## config.mk

```make
export PLATFORM = sky130hd
export DESIGN_NAME = arc4_encrypt
export DESIGN_NICKNAME = d
export VERILOG_FILES = /design/src/rtl/arc4_encrypt.sv
export SDC_FILE = /design/constraint.sdc
export NUM_CORES = 1
export LEC_CHECK = 0
export ABC_CLOCK_PERIOD_IN_PS = 9300
export CORE_ASPECT_RATIO = 2
export CORE_MARGIN = 3
export CORE_UTILIZATION = 54
export DETAILED_ROUTE_END_ITERATION = 7
export PLACE_DENSITY = 0.81
export SLEW_MARGIN = 5
export SYNTH_ARGS = -nofsm -noshare
export SYNTH_HDL_FRONTEND = slang
export SYNTH_SLANG_ARGS = --single-unit
```

## constraint.sdc

```tcl
create_clock -name clk -period 9.3 [get_ports clk]
set_input_delay 0.93 -clock clk [delete_from_list [all_inputs] [get_ports clk]]
set_output_delay 0.93 -clock clk [all_outputs]
set_load 0.01 [all_outputs]
```

## src/rtl/arc4_encrypt.sv

```systemverilog
// arc4_encrypt: ARC4 encryptor writing a length-prefixed ciphertext.
//   Reads a length-prefixed plaintext from pt memory, runs S-box init, key
//   scheduling and keystream generation through an external 256x8 S memory,
//   and writes ct[0]=L followed by ct[k]=pt[k]^pad for k=1..L.
// Ports:
//   clk, rst          clock, asynchronous active-high reset
//   en, rdy, key      start handshake; key latched on accepted en
//   pt_addr/pt_rddata plaintext read port (1-cycle read latency)
//   ct_addr/ct_wrdata/ct_wren   ciphertext write port
//   s_addr/s_rddata/s_wrdata/s_wren  S memory port (1-cycle read latency)
//   bad_pt            sticky non-printable-plaintext flag
// Build option: define ARC4_ENC_PT_CHECK_EN to enable the bad_pt check;
//   otherwise bad_pt is tied low.
module arc4_encrypt (
  input  logic        clk,
  input  logic        rst,
  input  logic        en,
  output logic        rdy,
  input  logic [23:0] key,
  output logic [7:0]  pt_addr,
  input  logic [7:0]  pt_rddata,
  output logic [7:0]  ct_addr,
  output logic [7:0]  ct_wrdata,
  output logic        ct_wren,
  output logic [7:0]  s_addr,
  input  logic [7:0]  s_rddata,
  output logic [7:0]  s_wrdata,
  output logic        s_wren,
  output logic        bad_pt
);

  typedef enum logic [2:0] {
    IDLE = 3'd0,
    INIT = 3'd1,
    KSA  = 3'd2,
    LEN  = 3'd3,
    PRGA = 3'd4,
    DONE = 3'd5
  } state_t;

  state_t      state;
  logic [2:0]  ph;
  logic [23:0] key_r;
  logic [7:0]  i, j, k, len;
  logic [7:0]  si, sj, ptk;
  logic [1:0]  kidx;     // i mod 3, tracked incrementally during KSA
  logic [7:0]  key_byte;
  logic [7:0]  j_next;

  always_comb begin
    case (kidx)
      2'd0:    key_byte = key_r[23:16];
      2'd1:    key_byte = key_r[15:8];
      default: key_byte = key_r[7:0];
    endcase
    j_next = j + s_rddata;
    if (state == KSA) j_next = j_next + key_byte;
  end

  always_ff @(posedge clk or posedge rst) begin
    if (rst) begin
      state <= IDLE;
      ph    <= '0;
      key_r <= '0;
      i     <= '0;
      j     <= '0;
      k     <= '0;
      len   <= '0;
      si    <= '0;
      sj    <= '0;
      ptk   <= '0;
      kidx  <= '0;
    end else begin
      case (state)
        IDLE: if (en) begin
          key_r <= key;
          i     <= '0;
          j     <= '0;
          k     <= '0;
          ph    <= '0;
          state <= INIT;
        end
        INIT: begin
          i <= i + 8'd1;   // wraps to 0 for KSA
          if (i == 8'hFF) begin
            j     <= '0;
            kidx  <= '0;
            ph    <= '0;
            state <= KSA;
          end
        end
        KSA: case (ph)
          3'd0: ph <= 3'd1;
          3'd1: begin
            si <= s_rddata;
            j  <= j_next;
            ph <= 3'd2;
          end
          3'd2: begin
            sj <= s_rddata;
            ph <= 3'd3;
          end
          default: begin
            ph   <= 3'd0;
            i    <= i + 8'd1;
            kidx <= (kidx == 2'd2) ? 2'd0 : kidx + 2'd1;
            if (i == 8'hFF) state <= LEN;
          end
        endcase
        LEN: begin
          if (ph == 3'd0) begin
            ph <= 3'd1;
          end else begin
            ph  <= 3'd0;
            len <= pt_rddata;
            if (pt_rddata == 8'd0) begin
              state <= DONE;
            end else begin
              i     <= '0;
              j     <= '0;
              k     <= 8'd1;
              state <= PRGA;
            end
          end
        end
        PRGA: case (ph)
          3'd0: begin
            i  <= i + 8'd1;   // later phases address S with the advanced i
            ph <= 3'd1;
          end
          3'd1: begin
            si  <= s_rddata;
            ptk <= pt_rddata;
            j   <= j_next;
            ph  <= 3'd2;
          end
          3'd2: begin
            sj <= s_rddata;
            ph <= 3'd3;
          end
          3'd3: ph <= 3'd4;
          3'd4: ph <= 3'd5;
          default: begin
            ph <= 3'd0;
            // k stops at len so L=255 never wraps
            if (k == len) state <= DONE;
            else          k <= k + 8'd1;
          end
        endcase
        DONE:    state <= IDLE;
        default: state <= IDLE;
      endcase
    end
  end

  // Swap writes use the held si and the live S[j] read, so i==j rewrites
  // the same value twice and S is left unchanged.
  always_comb begin
    rdy       = (state == IDLE);
    pt_addr   = '0;
    ct_addr   = '0;
    ct_wrdata = '0;
    ct_wren   = 1'b0;
    s_addr    = '0;
    s_wrdata  = '0;
    s_wren    = 1'b0;
    case (state)
      INIT: begin
        s_addr   = i;
        s_wrdata = i;
        s_wren   = 1'b1;
      end
      KSA, PRGA: case (ph)
        3'd0: begin
          s_addr = (state == PRGA) ? i + 8'd1 : i;
          if (state == PRGA) pt_addr = k;
        end
        3'd1: s_addr = j_next;
        3'd2: begin
          s_addr   = i;
          s_wrdata = s_rddata;
          s_wren   = 1'b1;
        end
        3'd3: begin
          s_addr   = j;
          s_wrdata = si;
          s_wren   = 1'b1;
        end
        3'd4: s_addr = si + sj;
        default: begin
          ct_addr   = k;
          ct_wrdata = ptk ^ s_rddata;
          ct_wren   = 1'b1;
        end
      endcase
      LEN: if (ph == 3'd1) begin
        ct_wrdata = pt_rddata;
        ct_wren   = 1'b1;
      end
      default: ;
    endcase
  end

`ifdef ARC4_ENC_PT_CHECK_EN
  logic bad_r;
  always_ff @(posedge clk or posedge rst) begin
    if (rst) begin
      bad_r <= 1'b0;
    end else if (state == IDLE && en) begin
      bad_r <= 1'b0;
    end else if (state == PRGA && ph == 3'd1 &&
                 (pt_rddata < 8'h20 || pt_rddata > 8'h7E)) begin
      bad_r <= 1'b1;
    end
  end
  assign bad_pt = bad_r;
`else
  assign bad_pt = 1'b0;
`endif

endmodule

```

* Yosys cells after proc, flatten, opt, wreduce, memory -nomap -nowiden
Cells that the tools add are included.
** Operators by class
- Add/subtract/negate cells :: 6
- Mux-type cells :: 53
- Reductions and logical operators :: 23
- Bitwise logic cells :: 2
- Equality and inequality tests :: 23
** Operators by type and width (count)
- $mux 8 :: 20
- $pmux 8 s2 :: 5
- $pmux 8 s5 :: 2
- $pmux 3 s5 :: 3
- $pmux 8 s4 :: 1
- $mux 3 :: 9
- $add 8x8->8 :: 3
- $pmux 8 s3 :: 1
- $ne 2x2->1 const B :: 9
- $reduce_and 6->1 :: 3
- $add 8x1->8 const B :: 2
- $eq 3x2->1 const B :: 4
- $reduce_and 2->1 :: 5
- $eq 8x8->1 :: 1
- $eq 8x8->1 const B :: 1
- $logic_not 8->1 :: 1
- $xor 8x8->8 :: 1
- $reduce_and 7->1 :: 1
- $eq 3x1->1 const B :: 2
- $eq 3x3->1 const B :: 2
- $logic_not 3->1 :: 2
- $mux 2 :: 3
- $pmux 2 s3 :: 1
- $reduce_and 3->1 :: 2
- 16 further kinds :: 23
** Storage, ports and cells
- Logic and storage cells :: 118
- Flip-flop bits (word level) :: 88
- Input bits :: 43
- Output and inout bits :: 44

* Longest topological paths before layout
Gate-level depths: netlist of run 1.
- Depth in word-level cells :: 6
- Mapped depth :: 12
- Mapped depth without buffers :: 12

* Worst setup path after synthesis of run 1
OpenSTA, ideal clock, no wires.
- Path type :: input to output
- From :: input s_rddata[0]
- To :: output s_addr[7]
- Cell stages on the path :: 12
- Data required time :: 8.370 ns
- Setup slack :: 4.974 ns
- Data arrival time :: 3.396 ns
- Buffers on the path :: 0
- Cell sequence :: ha_1 fa_1 a21oi_1 o21a_1 o311ai_0 ha_1 a21o_1 a31o_2 o21a_1 nor3_1 xnor2_1 o21ai_1
** On the way
- Longest elaborated chain between the ends :: 5
** Ends and longest elaborated chain
- start: declaration :: RTL line 26 : input logic [7:0] s_rddata,
- $add 8x8->8 (*) :: RTL line 56 : j_next = j + s_rddata;
- $add 8x8->8 :: RTL line 57 : if (state == KSA) j_next = j_next + key_byte;
- $mux 8 (*) :: RTL line 57
- $pmux 8 s5 (*) :: RTL line 173 : KSA, PRGA: case (ph)
- $pmux 8 s2 (*) :: RTL line 167 : case (state)
- end: declaration :: RTL line 25 : output logic [7:0] s_addr,
Mark *: on every way between the ends. The rest lies on a longest branch, timed or not.

* Worst setup path in the final report of run 1
Ends and elaborated chain as after synthesis.

==> out/qor.txt, run 1 <==
Status: complete, no violations
Worst Skew: 7.24 ps
Synth Cell Area: 6060 sq um
Drt pass-1 iters: 5
Post-layout min period: 5830 ps
Total chip power: 2.32 mW
Core area: 10900 sq um
Setup slack, reg-to-reg: 5900 ps
Number of global-route vias before repair: 5573
Crit path max fanout: 5
Area leader, netlist: dfrtp_1
Fillers: 912
DP HPWL: 13700 microns
FF-to-FF End: j[7]
Met3 wire len: 853 microns
Hold Buf Count CTS: 0
Pwr dens: 319 nW/um^2
Final Worst Setup Slack: 3470 ps
Async set or reset register ratio after synthesis: 1.00
Area of the multi-input gates: 3590 sq um
CTS Buffer Depth: 2
Sequential fraction of the synthesis area: 0.363
Num ports: 87
Syn nets: 718
Critical path capture point: s_addr[7]
M1 WL: 6130 microns
Cell count after synthesis: 649
Initial core utilization: 0.554
Yosys warns: 0
First-pass GRT wire length: 28400 microns
WL per Instance: 21.1 microns
Initial drt markers: 430
Final ANT Viol Nets: 0
Syn avg cell area: 9.34 sq um
Setup WS pre-CTS: 3460 ps
Kind of critical path: primary input to primary output
Maximum vdd ir drop: 0.219 mV
Most common cell after layout, fill and taps aside: dfrtp_1
Max cap viols: 0
Cts bufs inserted: 9
Final Cycle Share: 0.626
Normalized max-slew margin: 0.220
Worst path required time: 8370 ps
Row cnt: 54
Area share of the largest cell type after synthesis: 0.363
Met2 routed WL: 9510 microns
Tot GR Track Use: 0.295
Ant diodes: 0
Pins over their slew limit: 0
RSZ-0062 raised after global routing: false
TritonCTS clock tree: done
Startpoint types: primary input
Register bit count reported by yosys: 88
LEAKAGE: 3.07 nW
Vias: 5502
Crit path DAT: 4900 ps
Clock tree root driver cell: clkbuf_16
Fmax: 172 MHz
Reg area: 2200 sq um
# H-tree levels: 3
Post-CTS Setup Bufs: 0
Cell variety after synth: 70
Clock transition at path regs: 60 ps
Final nets: 779
Clk_lat worst skew: 350 ps
Full die area: 12600 sq um
Die height: 156 microns
Die X: 80.9 microns
Post_cts resized: 0
Share of cells above drive strength 1: 0.123
Placed Instance Area: 6940 sq um
Post-route design area: 7260 sq um
Post-synth EDFFs: 0
Setup TNS: 0 ps
Leading post-synthesis cells by cell area: dfrtp_1 36%, mux2_2 9.8%, ha_1 4.7%, o21ai_0 4.5%, nand2_1 3.7%
Vias per cell: 6.44
Most frequent cells in the layout: 88 x dfrtp_1, 85 x clkdlybuf4s50_1, 60 x nand2_1
CP Capture Type: primary output
DRT Wirelength: 18000 microns
Setup-failing EPs final: 0
Worst reg-to-reg path cell count: 12
Worst Setup SP: s_rddata[0]
Worst Tran Pin Value: 1160 ps
Initial antenna violation count: 0
Final hold vios: 0
RePlAce Congestion: 0.965
Global route overflow: 0
Port buffer count: 85
Type of the tightest min-delay check: register to register
Largest net degree at the start of global routing: 89
R2r startpoint: j[0]
Top Layer Used: met4
Synthesis-to-finish area growth: 19.8%
Drt drc: 0
WHS: 506 ps
Top_reg_cell synth: dfrtp_1
Sink Count: 88
-- cells in the mapped netlist (all sizes together) (4+ instances only) --
cell,n
a211oi,11
a21o,9
a21oi,28
a222oi,9
a22o,8
a22oi,5
a31oi,10
and2,10
and3,14
buf,16
clkbuf,23
dfrtp,88
ha,23
inv,25
mux2,53
mux2i,14
nand2,60
nand2b,11
nand3,8
nor2,30
nor3,17
nor3b,5
nor4,7
o211ai,4
o21ai,57
o21bai,7
o22a,4
o22ai,7
o31ai,4
or3b,4
xnor2,10
xor2,24
-- final cells by class --
cell class / count / share of cell area
clock buffers: 10 / 0.0315
clock inverters: 6 / 0.0127
inverters: 25 / 0.0131
multi-input cells: 497 / 0.494
flip-flops and latches: 88 / 0.303
well taps: 140 / 0.0241
repair buffers: 89 / 0.121
-- kinds of logic after synthesis --
logic type,synth area share
AOI/OAI and AO/OA,0.210
and+or+nand+nor,0.152
DFF,0.363
muxes,0.122
buffers and inverters,0.0454
xor gates and xnor gates,0.0491
adders and majority gates,0.0574
other,0.000619
-- metrics by stage --
stage | utilization | instances
2_1_floorplan | - | 649
3_3_place_gp | 0.634 | 839
3_5_place_dp | 0.634 | 839
4_1_cts | 0.663 | 855
5_1_grt | 0.664 | 855
6_report | 0.664 | 855
-- worst min path at each step --
| stage | start | end | cells after the start | slack (ps) |
|---|---|---|---|---|
| floorplan | si[0] | si[0] | 2 | 470 |
| global placement | key_r[21] | key_r[21] | 1 | 490 |
| detailed placement | key_r[20] | key_r[20] | 1 | 500 |
| CTS | key_r[20] | key_r[20] | 1 | 510 |
| global route | key_r[2] | key_r[2] | 1 | 520 |
| finish | key_r[2] | key_r[2] | 1 | 510 |
-- metal layers --
| metal | vias to the layer above | global-route usage |
|---|---|---|
| met1 | 2637 | 0.296 |
| met3 | 88 | 0.0376 |
| met4 | 0 | 0.242 |
| met2 | 270 | 0.524 |
| met5 | - | 0 |
| li1 | 2507 | - |
-- state kept, by name, indices dropped and copies added, names as in the netlist, 8 cells and up --
name   flops
sj         8
key_r     24
len        8
i          8
j          8
si         8
k          8
ptk        8
-- power by group --
group	switching, mW	leakage [nW]	internal (mW)
clock network	0.157	0.149	0.237
registers	0.186	1.11	0.534
logic	0.660	1.82	0.546
-- worst max-delay path, stage by stage --
cell and delay (ps):
clkdlybuf4s50_1 600, ha_1 260, fa_1 230, a21oi_1 100, o21a_1 200, o311ai_0 470, ha_1 370, a21o_1 170
a31o_2 230, o21a_1 170, nor3_1 270, xnor2_1 150, o21ai_1 150, clkdlybuf4s50_1 570
(Power assumes the default switching activity.)
==> inputs of run 2 (changes only) <==
--- a/config.mk
+++ b/config.mk
@@ -5,7 +5,7 @@
 export SDC_FILE = /design/constraint.sdc
 export NUM_CORES = 1
 export LEC_CHECK = 0
-export ABC_CLOCK_PERIOD_IN_PS = 9300
+export ABC_CLOCK_PERIOD_IN_PS = 5400
 export CORE_ASPECT_RATIO = 2
 export CORE_MARGIN = 3
 export CORE_UTILIZATION = 54
==> constraint.sdc (replaced) <==
create_clock -name clk -period 5.4 [get_ports clk]
set_input_delay 0.54 -clock clk [delete_from_list [all_inputs] [get_ports clk]]
set_output_delay 0.54 -clock clk [all_outputs]
set_load 0.01 [all_outputs]
==> out/qor.txt, run 2 (synthesis results as in run 1) <==
Status: complete, but fails checks
Failing checks: design-rule violations
DRT Wirelength: 18300 microns
Maximum vdd ir drop: 0.308 mV
Post-layout min period: 5030 ps
TritonCTS clock tree: done
Final hold vios: 0
Vias per cell: 6.48
Tot GR Track Use: 0.303
Worst Tran Pin Value: 1260 ps
Cts bufs inserted: 9
Initial core utilization: 0.554
Pwr dens: 550 nW/um^2
Row cnt: 54
Crit path DAT: 4490 ps
Setup-failing EPs final: 0
Startpoint types: primary input
Pins over their slew limit: 0
Fillers: 950
Setup WS pre-CTS: 264 ps
Largest net degree at the start of global routing: 65
Drt pass-1 iters: 8
Final ANT Viol Nets: 0
Max FFs per register: 24
Setup TNS: 0 ps
Hold Buf Count CTS: 0
Drt drc: 1
Clk_lat worst skew: 350 ps
Share of cells above drive strength 1: 0.124
Die X: 80.9 microns
DP HPWL: 14000 microns
Global route overflow: 0
Ant diodes: 0
Synthesis-to-finish area growth: 19.8%
Clock transition at path regs: 70 ps
Normalized max-slew margin: 0.155
Full die area: 12600 sq um
Number of global-route vias before repair: 5733
Final Worst Setup Slack: 371 ps
Crit path max fanout: 5
Final nets: 780
Most common cell after layout, fill and taps aside: dfrtp_1
Worst path required time: 4860 ps
Num ports: 87
# H-tree levels: 3
Initial antenna violation count: 0
WL per Instance: 21.4 microns
Final Cycle Share: 0.931
Worst Skew: 14.4 ps
Core area: 10900 sq um
Type of the tightest min-delay check: primary input to asynchronous set/reset pin
Post-CTS Setup Bufs: 0
CTS Buffer Depth: 2
Vias: 5548
Top reg by flops: key_r
RSZ-0062 raised after global routing: false
Kind of critical path: primary input to primary output
Area of the multi-input gates: 3580 sq um
Reg area: 2200 sq um
Initial drt markers: 510
RePlAce Congestion: 0.967
Die height: 156 microns
LEAKAGE: 3.08 nW
Clock tree root driver cell: clkbuf_16
Post_cts resized: 0
Port buffer count: 85
CP Capture Type: primary output
First-pass GRT wire length: 29200 microns
Sink Count: 88
Fmax: 199 MHz
Most frequent cells in the layout: 88 x dfrtp_1, 85 x clkdlybuf4s50_1, 60 x nand2_1
Max cap viols: 0
run 2: changes by cell type in the layout (fill, tap and decap cells not counted), sizes merged:
cell,change
clkinv,+1
bufinv,-1
clkinvlp,-1
clkbuf,+1
buf,+1
run 2: final timing paths:
check,from,endpoint,slack [ps],cells past startpoint
worst max-delay path,s_rddata[0],s_addr[7],370,14
max in group asynchronous,rst,si[2],3700,3
min in group clk,key_r[19],key_r[19],510,1
worst min register to register,key_r[19],key_r[19],510,1
worst max register to register,j[0],j[7],2050,12
worst min-delay path,rst,key_r[9],500,2
run 2: critical path, cell delays in order:
cell	delay, ps
clkdlybuf4s50_1	550
ha_1	320
fa_1	410
a21oi_1	220
o21a_1	180
and2_1	180
ha_1	290
a21o_1	210
a31o_2	270
o21a_1	170
nor3_1	260
xnor2_1	140
o21ai_1	150
clkdlybuf4s50_1	590
run 2: per-stage QoR:
stage,utilization,instance area (sq um),hold WS (ps),instances,power [mW]
6_report,0.663,7260,498,856,3.99
5_1_grt,0.663,7260,530,856,4.25
4_1_cts,0.663,7260,509,856,3.96
3_5_place_dp,0.635,6950,495,840,3.29
3_3_place_gp,0.635,6950,489,840,3.22
2_1_floorplan,-,6060,475,649,2.67
run 2: layout make-up:
class                           count  area share
Clock buffer                       11      0.0348
Sequential cell                    88       0.303
Timing Repair Buffer               90       0.122
Inverter                           25      0.0131
Multi-Input combinational cell    497       0.494
Clock inverter                      5     0.00879
Tap cell                          140      0.0241
run 2: per-layer routing:
metal | global-route usage | wire length [microns] | vias up
li1 | - | - | 2509
met1 | 0.295 | 6130 | 2671
met2 | 0.548 | 9890 | 286
met3 | 0.0538 | 980 | 82
met4 | 0.221 | 1330 | 0
met5 | 0 | 0 | -
run 2: report_power, final:
part	internal [mW]	switching (mW)	leakage, nW
clock	0.387	0.268	0.152
combinational	0.947	1.17	1.82
sequential	0.920	0.296	1.11
==> inputs of run 3 (changes only) <==
--- a/config.mk
+++ b/config.mk
@@ -10,8 +10,9 @@
 export CORE_MARGIN = 3
 export CORE_UTILIZATION = 54
 export DETAILED_ROUTE_END_ITERATION = 7
+export GPL_TIMING_DRIVEN = 0
 export PLACE_DENSITY = 0.81
-export SLEW_MARGIN = 5
+export SLEW_MARGIN = 20
 export SYNTH_ARGS = -nofsm -noshare
 export SYNTH_HDL_FRONTEND = slang
 export SYNTH_SLANG_ARGS = --single-unit
==> constraint.sdc (replaced) <==
create_clock -name clk -period 5.4 [get_ports clk]
set_input_delay 1.08 -clock clk [delete_from_list [all_inputs] [get_ports clk]]
set_output_delay 1.08 -clock clk [all_outputs]
set_load 0.01 [all_outputs]
==> out/qor.txt, run 3 (synthesis results as in run 1) <==
Normalized max-slew margin: 0.259
DP HPWL: 14700 microns
Maximum vdd ir drop: 0.376 mV
Worst reg-to-reg path cell count: 13
Final Cycle Share: 0.979
Number of global-route vias before repair: 5965
Most frequent cells in the layout: 88 x dfrtp_1, 77 x clkdlybuf4s50_1, 60 x nand2_1
Worst path required time: 4320 ps
Max incr delay on CP: 500 ps
Post-layout min period: 5290 ps
Vias: 5647
Final nets: 815
Initial drt markers: 471
Die X: 80.9 microns
Sink Count: 88
Type of the tightest min-delay check: register to register
First-pass GRT wire length: 30000 microns
Die height: 156 microns
Global route overflow: 0
Port buffer count: 85
CTS Buffer Depth: 2
WHS: 506 ps
CP max stage cell: fa_2
# H-tree levels: 3
Num ports: 87
Top reg by flops: key_r
RSZ-0062 raised after global routing: false
Post-route insts no fill: 891
WL per Instance: 21.4 microns
Worst Tran Pin Value: 1100 ps
Initial antenna violation count: 0
Clock tree root driver cell: clkbuf_16
Vias per cell: 6.34
RePlAce Congestion: 1.00
Clock transition at path regs: 60 ps
Pins over their slew limit: 0
Post-route core utilization: 0.691
Cts bufs inserted: 9
CP Capture Type: primary output
DRT Wirelength: 19100 microns
Placed Instance Area: 7120 sq um
Fmax: 189 MHz
Setup TNS: 0 ps
Pwr dens: 551 nW/um^2
Most common cell after layout, fill and taps aside: dfrtp_1
Post-route design area: 7560 sq um
Hold Buf Count CTS: 0
Drt pass-1 iters: 8
Kind of critical path: primary input to primary output
Final ANT Viol Nets: 0
Worst Skew: 10.8 ps
Crit-path cells: clkbuf_4, ha_4, fa_2, fa_1, a211oi_2, o21bai_1, a21oi_2, mux2i_1, a21oi_1, a211o_1, clkdlybuf4s50_1
Largest net degree at the start of global routing: 48
Startpoint types: primary input
Initial core utilization: 0.554
TritonCTS clock tree: done
Crit path DAT: 4210 ps
Clk_lat worst skew: 350 ps
Core area: 10900 sq um
LEAKAGE: 3.19 nW
Share of cells above drive strength 1: 0.153
Full die area: 12600 sq um
Post-placement cell count: 875
Tot GR Track Use: 0.315
Crit path max fanout: 5
Ant diodes: 0
Failing checks: design-rule violations
Fillers: 919
Max FFs per register: 24
Max cap viols: 0
Hold Path Stages: 1
Drt drc: 2
Synthesis-to-finish area growth: 24.7%
Row cnt: 54
Status: complete, but fails checks
Final hold vios: 0
Setup-failing EPs final: 0
## run 3: cell types whose count changed in the layout (fill, tap and decap cells not counted), moves of 2 or more
cell | previous run | this run
buf_2 | 0 | 10
buf_6 | 0 | 2
a21oi_1 | 28 | 26
a21oi_2 | 0 | 2
buf_4 | 5 | 3
dlygate4sd2_1 | 0 | 5
ha_4 | 0 | 6
clkbuf_8 | 2 | 0
clkbuf_1 | 0 | 24
clkdlybuf4s50_1 | 85 | 77
ha_1 | 23 | 17
## run 3: critical path, delay by kind of cell
family,cells,cell delay (ps)
adder cells (fa/ha/maj),3,1170
buffers and inverters,2,690
multiplexers,1,200
AO/OA/AOI/OAI,5,1060
## run 3: power breakdown
group | internal (mW) | switching (mW)
combinational | 1.02 | 1.34
clock | 0.408 | 0.267
sequential | 0.922 | 0.210
total | 2.35 | 1.81
## run 3: worst paths after layout
check	start	slack, ps	endpoint
worst max-delay path	s_rddata[0]	110	s_addr[6]
worst min-delay path	key_r[19]	510	key_r[19]
worst max register to register	j[0]	2230	j[7]
worst min register to register	key_r[19]	510	key_r[19]
max in group asynchronous	rst	3640	ptk[1]
min in group asynchronous	rst	1140	key_r[7]
## run 3: layout make-up
cell class,instances,area [sq um],area share
multi-input cells,497,3710,0.491
flip-flops and latches,88,2200,0.291
repair buffers,87,875,0.116
clock buffers,10,229,0.0303
plain buffers,38,178,0.0235
well taps,140,175,0.0232
inverters,25,96.3,0.0127
clock inverters,6,92.6,0.0122
## run 3: per-layer routing
| metal | GRT usage | up-vias | routed length (microns) |
|---|---|---|---|
| li1 | - | 2576 | - |
| met1 | 0.303 | 2735 | 6330 |
| met2 | 0.583 | 244 | 10400 |
| met3 | 0.0509 | 92 | 884 |
| met4 | 0.219 | 0 | 1470 |
| met5 | 0 | - | 0 |
## run 3: what timing repair did
item,in CTS,in global routing
gates resized for setup,24,8
pin swaps,2,1
endpoints found under the setup margin,7,3
buffers inserted,1,0
## run 3: stage by stage
stage          power (mW)  setup WS (ps)
2_1_floorplan        2.67            774
3_3_place_gp         3.29          -1040
3_5_place_dp         3.37          -1080
4_1_cts              4.12           14.6
5_1_grt              4.41           12.4
6_report             4.16            112
